[src/rtl/poly_reduce_round_64_pkg.sv]
// Shared poly package: FSM state encoding, coefficient count, rounding
// shift and the product-RAM address offset of the high half.
package poly_reduce_round_64_pkg;

    typedef enum logic [1:0] {
        IDLE  = 2'd0,
        RUN   = 2'd1,
        DRAIN = 2'd2,
        FIN   = 2'd3
    } poly_state_t;

    localparam int POLY_N_COEFF     = 64;
    localparam int POLY_SHIFT       = 3;
    localparam int POLY_ADDR_OFFSET = 64;
    localparam int ADDR_WIDTH       = 7;
    localparam int IDX_WIDTH        = 6;

    // High-half address that pairs with a low-half address (x^64 partner).
    function automatic logic [ADDR_WIDTH-1:0] hi_addr(input logic [ADDR_WIDTH-1:0] lo);
        return lo + ADDR_WIDTH'(POLY_ADDR_OFFSET);
    endfunction

endpackage

[src/rtl/poly_skid_fifo2.sv]
// Two-entry FIFO with the head always presented on head_data; the upstream
// issue gating keeps it from ever being pushed while full.
module poly_skid_fifo2 #(
    parameter int WIDTH = 8
) (
    input  logic             clk,
    input  logic             resetn,
    input  logic             push,
    input  logic [WIDTH-1:0] push_data,
    input  logic             pop,
    output logic [WIDTH-1:0] head_data,
    output logic             head_valid,
    output logic [1:0]       count
);

    logic [WIDTH-1:0] slot0;
    logic [WIDTH-1:0] slot1;
    logic             pop_ok;

    assign pop_ok     = pop && (count != 2'd0);
    assign head_data  = slot0;
    assign head_valid = (count != 2'd0);

    // Slot 0 is the head; simultaneous push/pop shifts and refills in one edge.
    always_ff @(posedge clk) begin
        if (!resetn) begin
            slot0 <= '0;
            slot1 <= '0;
            count <= 2'd0;
        end else begin
            case ({push, pop_ok})
                2'b11: begin
                    if (count == 2'd2) begin
                        slot0 <= slot1;
                        slot1 <= push_data;
                    end else begin
                        slot0 <= push_data;
                    end
                end
                2'b01: begin
                    slot0 <= slot1;
                    count <= count - 2'd1;
                end
                2'b10: begin
                    if (count == 2'd0) begin
                        slot0 <= push_data;
                        count <= 2'd1;
                    end else if (count == 2'd1) begin
                        slot1 <= push_data;
                        count <= 2'd2;
                    end
                end
                default: begin
                end
            endcase
        end
    end

endmodule

[src/rtl/poly_reduce_round_64.sv]
// Negacyclic fold and rounding of a 128-word product RAM into 64 output
// coefficients, streamed over a valid/ready port through a 2-entry FIFO.
module poly_reduce_round_64
    import poly_reduce_round_64_pkg::*;
#(
    parameter int N_COEFF     = POLY_N_COEFF,
    parameter int COEFF_WIDTH = 16,
    parameter int SHIFT       = POLY_SHIFT
) (
    input  logic                       clk,
    input  logic                       resetn,
    input  logic                       start,
    input  logic [COEFF_WIDTH-1:0]     h,
    output logic [ADDR_WIDTH-1:0]      addrLo,
    output logic [ADDR_WIDTH-1:0]      addrHi,
    input  logic [COEFF_WIDTH-1:0]     dataLo,
    input  logic [COEFF_WIDTH-1:0]     dataHi,
    output logic [COEFF_WIDTH-SHIFT-1:0] out_data,
    output logic [IDX_WIDTH-1:0]       out_index,
    output logic                       out_valid,
    input  logic                       out_ready,
    output logic                       busy,
    output logic                       done
);

    localparam int OUT_WIDTH  = COEFF_WIDTH - SHIFT;
    localparam int FIFO_WIDTH = OUT_WIDTH + IDX_WIDTH;

    poly_state_t             state;
    logic [ADDR_WIDTH-1:0]   i;
    logic [ADDR_WIDTH-1:0]   addr_hold;
    logic [COEFF_WIDTH-1:0]  h_reg;
    logic                    rd_valid;
    logic [IDX_WIDTH-1:0]    rd_index;
    logic                    issue;
    logic                    pop;
    logic [1:0]              fifo_count;
    logic [1:0]              occ_after_pop;
    logic [COEFF_WIDTH-1:0]  diff;
    logic [COEFF_WIDTH-1:0]  sum;
    logic [OUT_WIDTH-1:0]    rounded;
    logic [FIFO_WIDTH-1:0]   head;
    logic                    head_valid;

    // Issue a read only if the FIFO (after this cycle's pop) plus the read
    // already in flight leaves room for it when its data arrives.
    always_comb begin
        pop           = head_valid && out_ready;
        occ_after_pop = fifo_count - {1'b0, pop};
        issue         = (state == RUN) &&
                        (({1'b0, occ_after_pop} + {2'b0, rd_valid}) < 3'd2);
    end

    assign addrLo = issue ? i : addr_hold;
    assign addrHi = hi_addr(addrLo);

    // Fold x^64 = -1 as a subtraction, add the rounding constant, drop SHIFT bits.
    always_comb begin
        diff    = dataLo - dataHi;
        sum     = diff + h_reg;
        rounded = OUT_WIDTH'(sum >> SHIFT);
    end

    poly_skid_fifo2 #(
        .WIDTH (FIFO_WIDTH)
    ) u_fifo (
        .clk        (clk),
        .resetn     (resetn),
        .push       (rd_valid),
        .push_data  ({rounded, rd_index}),
        .pop        (pop),
        .head_data  (head),
        .head_valid (head_valid),
        .count      (fifo_count)
    );

    assign out_valid = head_valid;
    assign out_data  = head[FIFO_WIDTH-1:IDX_WIDTH];
    assign out_index = head[IDX_WIDTH-1:0];

    // Control FSM with the read pipeline stage and registered busy/done.
    always_ff @(posedge clk) begin
        if (!resetn) begin
            state     <= IDLE;
            i         <= '0;
            addr_hold <= '0;
            h_reg     <= '0;
            rd_valid  <= 1'b0;
            rd_index  <= '0;
            busy      <= 1'b0;
            done      <= 1'b0;
        end else begin
            rd_valid <= issue;
            if (issue) begin
                addr_hold <= i;
                rd_index  <= i[IDX_WIDTH-1:0];
                i         <= i + ADDR_WIDTH'(1);
            end
            case (state)
                IDLE: begin
                    done <= 1'b0;
                    if (start) begin
                        state <= RUN;
                        h_reg <= h;
                        i     <= '0;
                        busy  <= 1'b1;
                    end
                end
                RUN: begin
                    if (issue && (i == ADDR_WIDTH'(N_COEFF - 1))) begin
                        state <= DRAIN;
                    end
                end
                DRAIN: begin
                    if (!rd_valid && (occ_after_pop == 2'd0)) begin
                        state <= FIN;
                        done  <= 1'b1;
                    end
                end
                FIN: begin
                    state <= IDLE;
                    done  <= 1'b0;
                    busy  <= 1'b0;
                end
                default: begin
                    state <= IDLE;
                end
            endcase
        end
    end

endmodule
[config.mk]
export PLATFORM = sky130hd
export DESIGN_NAME = poly_reduce_round_64
export DESIGN_NICKNAME = d
export VERILOG_FILES = /design/src/rtl/poly_reduce_round_64_pkg.sv /design/src/rtl/poly_skid_fifo2.sv /design/src/rtl/poly_reduce_round_64.sv
export SDC_FILE = /design/constraint.sdc
export NUM_CORES = 1
export LEC_CHECK = 0
export CAP_MARGIN = 20
export CORE_MARGIN = 10
export CORE_UTILIZATION = 46
export CTS_BUF_LIST = sky130_fd_sc_hd__clkbuf_8
export CTS_CLUSTER_DIAMETER = 100
export DETAILED_ROUTE_END_ITERATION = 16
export GPL_TIMING_DRIVEN = 1
export PLACE_DENSITY = 0.71
export SYNTH_ARGS = -nofsm -noshare
export SYNTH_HDL_FRONTEND = slang
export SYNTH_SLANG_ARGS = --single-unit
[constraint.sdc]
create_clock -name clk -period 3.4 [get_ports clk]
set_input_delay 0.68 -clock clk [delete_from_list [all_inputs] [get_ports clk]]
set_output_delay 0.68 -clock clk [all_outputs]
set_load 0.005 [all_outputs]
==> out/metrics.cfg <==
[status]
status=finished, final reports clean

[cells_and_area]
fillCellCount=927
fin_nets=857
seqCellArea_um2=1623
multiInputGateArea_um2=2967
fin_area_um2=6620
drive_gt1_share_pct=14.43
diodes=0
syn_to_final_growth_pct=32.87

[synth]
synth_top_area_cell=dfxtp_1
syn-num-nets=731
synth.cell_area_um2=4982
synthFlopType=dfxtp_1
yosysSeqAreaShare_pct=32.55
async_flop_share_pct=0
syn_avg_cell_area_um2=7.809
synth_most_common_cell=nand2_1
synth-seq-cells=81
synthTopCellsByArea=dfxtp_1 (33%), nand2_1 (7.6%), ha_1 (6.8%)
synth_edf_count=0
syn_inst=638
synth_cell_types=58
netlist_top_cells_count=nand2_1 (101), dfxtp_1 (81), inv_1 (71), a21oi_1 (57), nor2_1 (47)
yosys_warnings=0
synth_top_area_share_pct=32.55

[place]
place_congestion=0.8839
port_buffers=87
post-dp-hpwl_um=10960
dpl_cell_area_um2=6337

[hold_path]
hp-class=reg2reg

[cts]
clock_latency_ns=0.36
cts-root-buf=clkbuf_8
cts_hold_buffers=0
cts_max_level=3
cts.reportedPaths.clkPinSlew_ns=0.09
clockBufferDepth=2
cts_tree=yes
cts_num_sinks=81
cts_buffers=9

[sta]
slew_headroom_pct=55.55
finalHoldViolations=0
fmax_mhz=311.9
setup_viol=0
rsz0062_at_grt=false
drv_slew=0
fin_crit_ns=3.207
worstMarginPinSlew_ns=0.6598
clock_skew_ns=0.01765
finalCritPeriodShare_pct=94.31

[critical_path]
worstPathArrival_ns=3.50
worst-path-max-fanout=5
timing.critical_path.slowest_stage_cell=fa_1
cp-end-kind=flip-flop
crit_required_ns=3.69
startpoint_type=input pin
max_stage_delay_ns=0.55
critical_path_buf_inv_count=5
path_cells=clkdlybuf4s50_1, inv_1, fa_1, inv_1, ha_1, o21ai_0, buf_4, a211o_1, nand2_1, a21oi_1, buf_4, or4_1, o211ai_1
rrSetupSlack_ns=0.65
crit_type=in2reg
cp_top_family=buffers and inverters

[global_route]
grt_max_degree=28
grt_pass1_wl_um=23140
grt_use_total_pct=18.45
antenna_found_initial=0
busiest_layer=met2
use_met2_pct=29.91
gr-usage-met1_pct=24.36
grt_use_met3_pct=2.624
overflow=0
first_global_vias=4822

[power]
ir_drop_mv=0.3922
p_leak_nw=2.964
power_mw=4.557
power_density_nw_per_um2=688.3

[die]
io_pins=88
start_util_pct=47.83
die_area_um2=15390
die_w_um=124.1
die_h_um=124.1
num_rows=37
core_um2=10420

[routing]
ant_nets=0
wl_um=14020
drc_errors=0
wl_per_cell_um=15.49
drt_first_iter_violations=364
vias=4804
first_pass_iters=7
vias_per_cell=5.308

[flow_run]
max_cap_violations=0

-- cell usage in the layout (no fill, tap or decap), types with 4 or more instances in the layout --
cell,synthesis,final
a211oi_1,5,5
a21o_1,5,5
a21oi_1,57,57
a221oi_1,9,9
a31oi_1,4,4
and2_1,5,5
buf_4,9,68
clkbuf_8,0,10
clkdlybuf4s50_1,0,73
clkinvlp_4,0,4
dfxtp_1,81,80
dlygate4sd2_1,0,10
dlymetal6s2s_1,0,4
fa_1,14,14
ha_1,27,25
inv_1,71,68
inv_2,1,4
mux2i_1,16,15
nand2_1,101,98
nand2b_1,7,6
nand3_1,19,18
nand4_1,9,9
nor2_1,47,47
nor2b_1,4,4
nor3_1,12,12
o211ai_1,5,5
o21ai_0,24,24
o22ai_1,4,4
or3_1,4,4
xnor2_1,10,9
xor2_1,9,9
-- worst register-to-register path: cells and delay by family, from the launching register on --
kind,cells,cell delay [ns]
flip-flops,1,0.38
AND/OR/NAND/NOR,3,0.64
adder cells (fa/ha/maj),2,0.86
buffers and inverters,3,0.28
AO/OA/AOI/OAI,2,0.50
-- timing repair --
item                                    CTS  global route
buffers inserted                          1             1
endpoints found under the setup margin   14             4
gates resized for setup                  22             9
pin swaps                                 0             1
endpoints found under the hold margin     0             0
-- metrics by stage --
| step | setup TNS [ns] | setup WS [ns] | instances | hold WS, ns | util [%] |
|---|---|---|---|---|---|
| 3_3_place_gp | -2.184 | -0.1264 | 887 | 0.4426 | 60.84 |
| 6_report | 0 | 0.1934 | 905 | 0.4578 | 63.56 |
| 4_1_cts | 0 | 0.003309 | 904 | 0.4603 | 63.16 |
| 3_5_place_dp | -3.503 | -0.1975 | 887 | 0.4478 | 60.84 |
| 2_1_floorplan | 0 | 0.4271 | 638 | 0.4363 | - |
| 5_1_grt | 0 | 0.05226 | 905 | 0.4786 | 63.56 |
-- final timing paths --
kind,start,endpoint,cells past startpoint
worst max-delay path,dataLo[3],u_fifo.head_data[17],13
worst min-delay path,h_reg[0],h_reg[0],2
worst max register to register,h_reg[5],u_fifo.head_data[18],10
worst min register to register,h_reg[0],h_reg[0],2
-- per-layer routing --
| layer | wire length (um) | share of wire (%) |
|---|---|---|
| met1 | 6307 | 45 |
| met2 | 6725 | 48 |
| met3 | 715 | 5.1 |
| met4 | 272 | 1.9 |
| met5 | 0 | 0 |
-- power breakdown --
group | internal (mW) | switching [mW]
Combinational | 1.21 | 1.39
Clock | 0.293 | 0.386
Sequential | 1.14 | 0.140
-- cell type report --
class	instances	area share (%)
clock buffer	10	2.079
sequential	81	24.51
inverter	73	4.139
clock inverter	6	0.7560
tap	136	2.570
multi-input combinational	443	44.81
timing repair buffer	156	21.13
-- logic make-up after synthesis --
logic type | count (synthesis) | synth area share (%)
buf+inv | 114 | 9.543
mux | 19 | 3.892
fa+ha+maj | 41 | 12.41
xor+xnor | 19 | 3.340
compound gates | 141 | 17.98
flops | 81 | 32.55
simple gates | 223 | 20.29
Note: power is estimated with default switching activity, not from simulation.
